File: src/rtl/aes_dec_cntx.sv
// AES-128 inverse-cipher round controller: optional forward key expansion, then 11 inverse rounds.
// Outputs decode only from registered state and counters; the done pulse comes 22 cycles after accept (12 with key_same).
module aes_dec_cntx (
  input  logic       clk,
  input  logic       rst,
  input  logic       start,
  input  logic       key_same,
  input  logic       abort,
  output logic       accept,
  output logic       busy,
  output logic [3:0] rnd_no,
  output logic       enb_isb,
  output logic       enb_isr,
  output logic       enb_imc,
  output logic       enb_ar,
  output logic       enb_ks,
  output logic       ks_dir,
  output logic       done,
  output logic [9:0] completed_round
);

  typedef enum logic [1:0] {IDLE, KEXP, ROUND, DONE} state_t;

  state_t     state, state_nxt;
  logic [3:0] kcnt, kcnt_nxt;
  logic [3:0] rnd, rnd_nxt;

  always_ff @(posedge clk) begin
    if (rst) begin
      state <= IDLE;
      kcnt  <= 4'd0;
      rnd   <= 4'd0;
    end else begin
      state <= state_nxt;
      kcnt  <= kcnt_nxt;
      rnd   <= rnd_nxt;
    end
  end

  always_comb begin
    state_nxt       = state;
    kcnt_nxt        = kcnt;
    rnd_nxt         = rnd;
    accept          = 1'b0;
    busy            = 1'b0;
    done            = 1'b0;
    rnd_no          = 4'd0;
    enb_isb         = 1'b0;
    enb_isr         = 1'b0;
    enb_imc         = 1'b0;
    enb_ar          = 1'b0;
    enb_ks          = 1'b0;
    ks_dir          = 1'b0;
    completed_round = 10'd0;

    if (abort && state != IDLE) begin
      state_nxt = IDLE;
      kcnt_nxt  = 4'd0;
      rnd_nxt   = 4'd0;
    end else begin
      case (state)
        IDLE: begin
          kcnt_nxt = 4'd0;
          rnd_nxt  = 4'd0;
          if (start && !abort) begin
            if (key_same) begin
              state_nxt = ROUND;
              rnd_nxt   = 4'd10;
            end else begin
              state_nxt = KEXP;
              kcnt_nxt  = 4'd1;
            end
          end
        end
        KEXP: begin
          if (kcnt == 4'd10) begin
            state_nxt = ROUND;
            kcnt_nxt  = 4'd0;
            rnd_nxt   = 4'd10;
          end else begin
            kcnt_nxt = kcnt + 4'd1;
          end
        end
        ROUND: begin
          if (rnd == 4'd0) state_nxt = DONE;
          else             rnd_nxt   = rnd - 4'd1;
        end
        default: begin
          state_nxt = IDLE;
          kcnt_nxt  = 4'd0;
          rnd_nxt   = 4'd0;
        end
      endcase
    end

    accept = (state == IDLE);
    busy   = (state == KEXP) || (state == ROUND);
    done   = (state == DONE);

    if (state == KEXP) enb_ks = 1'b1;

    // Round 10 is the lone AddRoundKey; round 0 skips InvMixColumns and the key step.
    if (state == ROUND) begin
      rnd_no  = rnd;
      enb_ar  = 1'b1;
      enb_isb = (rnd != 4'd10);
      enb_isr = (rnd != 4'd10);
      enb_imc = (rnd != 4'd10) && (rnd != 4'd0);
      enb_ks  = (rnd != 4'd0);
      ks_dir  = (rnd != 4'd0);
      if (rnd != 4'd0 && rnd <= 4'd10) completed_round = 10'd1 << (4'd10 - rnd);
    end
  end

endmodule

File: config.mk
export PLATFORM = sky130hd
export DESIGN_NAME = aes_dec_cntx
export DESIGN_NICKNAME = d
export VERILOG_FILES = /design/src/rtl/aes_dec_cntx.sv
export SDC_FILE = /design/constraint.sdc
export NUM_CORES = 1
export LEC_CHECK = 0
export ABC_AREA = 0
export ABC_CLOCK_PERIOD_IN_PS = 2240
export CORE_ASPECT_RATIO = 0.9
export CORE_MARGIN = 1
export CORE_UTILIZATION = 55
export DETAILED_ROUTE_END_ITERATION = 7
export DONT_BUFFER_PORTS = 1
export MAX_ROUTING_LAYER = met4
export PLACE_DENSITY = 0.84
export SLEW_MARGIN = 20
export SYNTH_ARGS = -nofsm -noshare
export SYNTH_HDL_FRONTEND = slang
export SYNTH_SLANG_ARGS = --single-unit
File: constraint.sdc
create_clock -name clk -period 2.24 [get_ports clk]
set_clock_uncertainty 0.1 [all_clocks]
set_input_delay 0.672 -clock clk [delete_from_list [all_inputs] [get_ports clk]]
set_output_delay 0.672 -clock clk [all_outputs]
set_load 0.01 [all_outputs]
==> impl_metrics.csv <==
group,metric,value,unit
clock_network,cts_root_buf,"clkbuf_4",
yosys,yosys.area.top_type_share,0.200,
timing,setup_violations,12,
worst_setup_path,critPathMaxFanout,5,
clock_network,clkSlewWorstSetupHoldPaths,0.06,ns
yosys,ys_top_cells_by_area,"dfxtp_1 20%, ha_1 18%, and2_1 7.5%",
final_layout,fillers,131,
worst_setup_path,worstSetupStartpoint,"rnd[0]$_SDFFE_PP0P_",
worst_setup_path,worstPathRequired,1.47,ns
worst_setup_path,crit_arrival,1.80,ns
placed_design,gp_congestion,0.867,
timing,layout_setup_ws,-0.337,ns
placed_design,place_hpwl,1770,µm
yosys,ys_seq_area_frac,0.200,
route,num_vias,990,
yosys,ys.flop_type,"dfxtp_1",
worst_setup_path,end_kind,"output pin",
route,routed_via_density,5.96,
die,fp.dieW,46.9,µm
route,wirelength,2510,µm
timing,hold_viol_final,0,
yosys,synth_fp_nets,152,
global_routing,grt_pass1_wl,4020,µm
outcome,outcome,"finished with violations",
route,wl_per_cell,15.1,µm
timing,post-route-period-util,1.15,
yosys,async_flop_share,0,
clock_network,htree_num_levels,1,
timing,relSlewSlack,0.682,
final_layout,drive_gt1_frac,0.303,
worst_hold_path,whs_path_depth,2,
worst_setup_path,path_class,"reg2out",
timing,period_minus_slack,2.58,ns
global_routing,antenna_found_initial,0,
worst_setup_path,r2r_end,"state[1]$_SDFFE_PP0P_",
timing,fmax,388,MHz
global_routing,grt_pass1_vias,890,
pwr,p_leak,0.000514,µW
yosys,synth_enable_flop_cells,0,
placed_design,dp_slack,-0.0574,ns
final_layout,layout.nets,162,
clock_network,cts_buffers,3,
worst_hold_path,whs_endpoint,"kcnt[1]$_SDFFE_PP0N_",
clock_network,insertion_delay,0.27,ns
worst_setup_path,start_kind,"flop",
timing,whs,0.397,ns
yosys,synth_common_cells,"14 x ha_1, 14 x inv_1, 12 x and2_1, 12 x nor2_1, 11 x a21oi_1",
global_routing,grt_max_degree,19,
timing,slew_violations,0,
pwr,p_per_area,1060,mW/mm²
die,io_pins,28,
pwr,max-vdd-ir-drop,603,µV
die,rows,14,
route,first_pass_iters,4,
yosys,synthCells,133,
die,die-height,42.4,µm
clock_network,cts-hold-fix-buffers,0,
die,design.core.area,0.00168,mm²
worst_hold_path,hp-class,"reg2reg",
yosys,synth_seq_cells,10,
yosys,synth_cell_types,39,
yosys,synth_area_per_cell,7.52,µm²
worst_hold_path,worstHoldStart,"kcnt[1]$_SDFFE_PP0N_",
final_layout,area_delta_synth_final,23.7,%
placed_design,port-buffer-count,0,
clock_network,clock_path_buffers,2,
timing,worstMarginPinSlew,0.478,ns
route,drtIter0Drc,49,
worst_setup_path,rrSetupSlack,0.28,ns
yosys,netlist_area,1000,µm²
clock_network,cts_tree,"done",
worst_setup_path,r2r.worst_path.cells,7,
outcome,violations,"setup timing",
global_routing,grt-ovfl-total,0,
die,dieArea,0.00199,mm²
clock_network,cts.sinks,10,
job,cap_violations,0,
die,start_util,0.594,
route,ant_nets,0,
worst_setup_path,r2r_start,"rnd[0]$_SDFFE_PP0P_",
route,drc,0,
final_layout,diodes,0,
yosys,yosysWarnings,0,
global_routing,grt_usage,0.283,
yosys,netlist.top_cell.by_area,"dfxtp_1",
timing,rsz0062_at_grt,"true",
[worst max-delay path by stage]
| stage | endpoint | depth (start not counted) |
|---|---|---|
| floorplan | completed_round[4] | 6 |
| global placement | completed_round[4] | 6 |
| detailed placement | completed_round[7] | 6 |
| CTS | completed_round[6] | 6 |
| global route | completed_round[6] | 7 |
| finish | completed_round[7] | 7 |
[placed cells by master (no fill, tap or decap), types with 3 or more instances in the layout]
cell type  Yosys  layout
nor2_1        12       8
and2_1        12       7
nand3_1        3       3
dfxtp_1       10       5
nand2b_1       5       5
ha_4           0       3
and2_4         0       5
o21ai_0        3       3
a211oi_1       3       3
dfxtp_2        0       3
buf_4          1      11
clkbuf_4       0       3
ha_1          14      11
inv_1         14      12
nand2_1        7       6
a21oi_1       11       8
[repair_timing]
item | CTS | global route
setup buffers | 0 | 2
gates resized for setup | 8 | 18
setup endpoints to repair | 14 | 17
pin swaps | 3 | 13
hold endpoints to repair | 0 | 0
[final cells by class]
class / instances / area, µm² / area share
inverters: 14 / 57.6 / 0.0466
repair buffers: 11 / 82.6 / 0.0668
flip-flops and latches: 10 / 211 / 0.171
well taps: 24 / 30.0 / 0.0243
multi-input cells: 103 / 828 / 0.670
clock buffers: 4 / 26.3 / 0.0213
[logic make-up (layout without fill, tap and decap cells)]
kind of cell             count (synthesis)  in the layout  share of synthesized area
buffers and inverters                   20             29                     0.0801
flip-flops                              10             10                      0.200
XOR/XNOR                                 1              1                    0.00876
adder cells (fa/ha/maj)                 14             14                      0.175
AO/OA/AOI/OAI                           32             32                      0.213
AND/OR/NAND/NOR                         56             56                      0.323
[where the power goes]
| group | leakage [µW] | switching [µW] | internal [µW] |
|---|---|---|---|
| logic | 0.000415 | 502 | 371 |
| registers | 0.0000841 | 74.4 | 229 |
| clock network | 0.0000150 | 67.5 | 69.1 |
| total | 0.000514 | 644 | 669 |
[worst max-delay path, stage by stage (launching register included)]
cell	delay, ns
dfxtp_4	0.40
inv_4	0.05
ha_4	0.15
or3b_4	0.36
a21oi_2	0.12
o211ai_1	0.11
buf_4	0.19
nor2_4	0.15
[per-layer routing]
metal	up-vias	part of all wire	GRT usage
li1	483	-	-
met1	467	0.46	0.381
met2	38	0.47	0.428
met3	2	0.060	0.0776
met4	0	0.0092	0.0457
met5	-	0	-
[per-stage QoR]
step | TNS (ns) | std cells | total power [µW] | utilization | instance area (µm²)
floorplan | 0 | 133 | 872 | - | 1040
global placement | 0 | 161 | 1050 | 0.663 | 1110
detailed placement | -0.124 | 161 | 1080 | 0.663 | 1110
CTS | -2.33 | 165 | 1250 | 0.693 | 1170
global route | -3.05 | 166 | 1430 | 0.735 | 1240
finish | -2.17 | 166 | 1310 | 0.735 | 1240
[registers in the layout, summed over array words and instances, names as in the netlist]
signal	count
kcnt	4
rnd	4
state	2
Power figures use the tool's default switching activity.
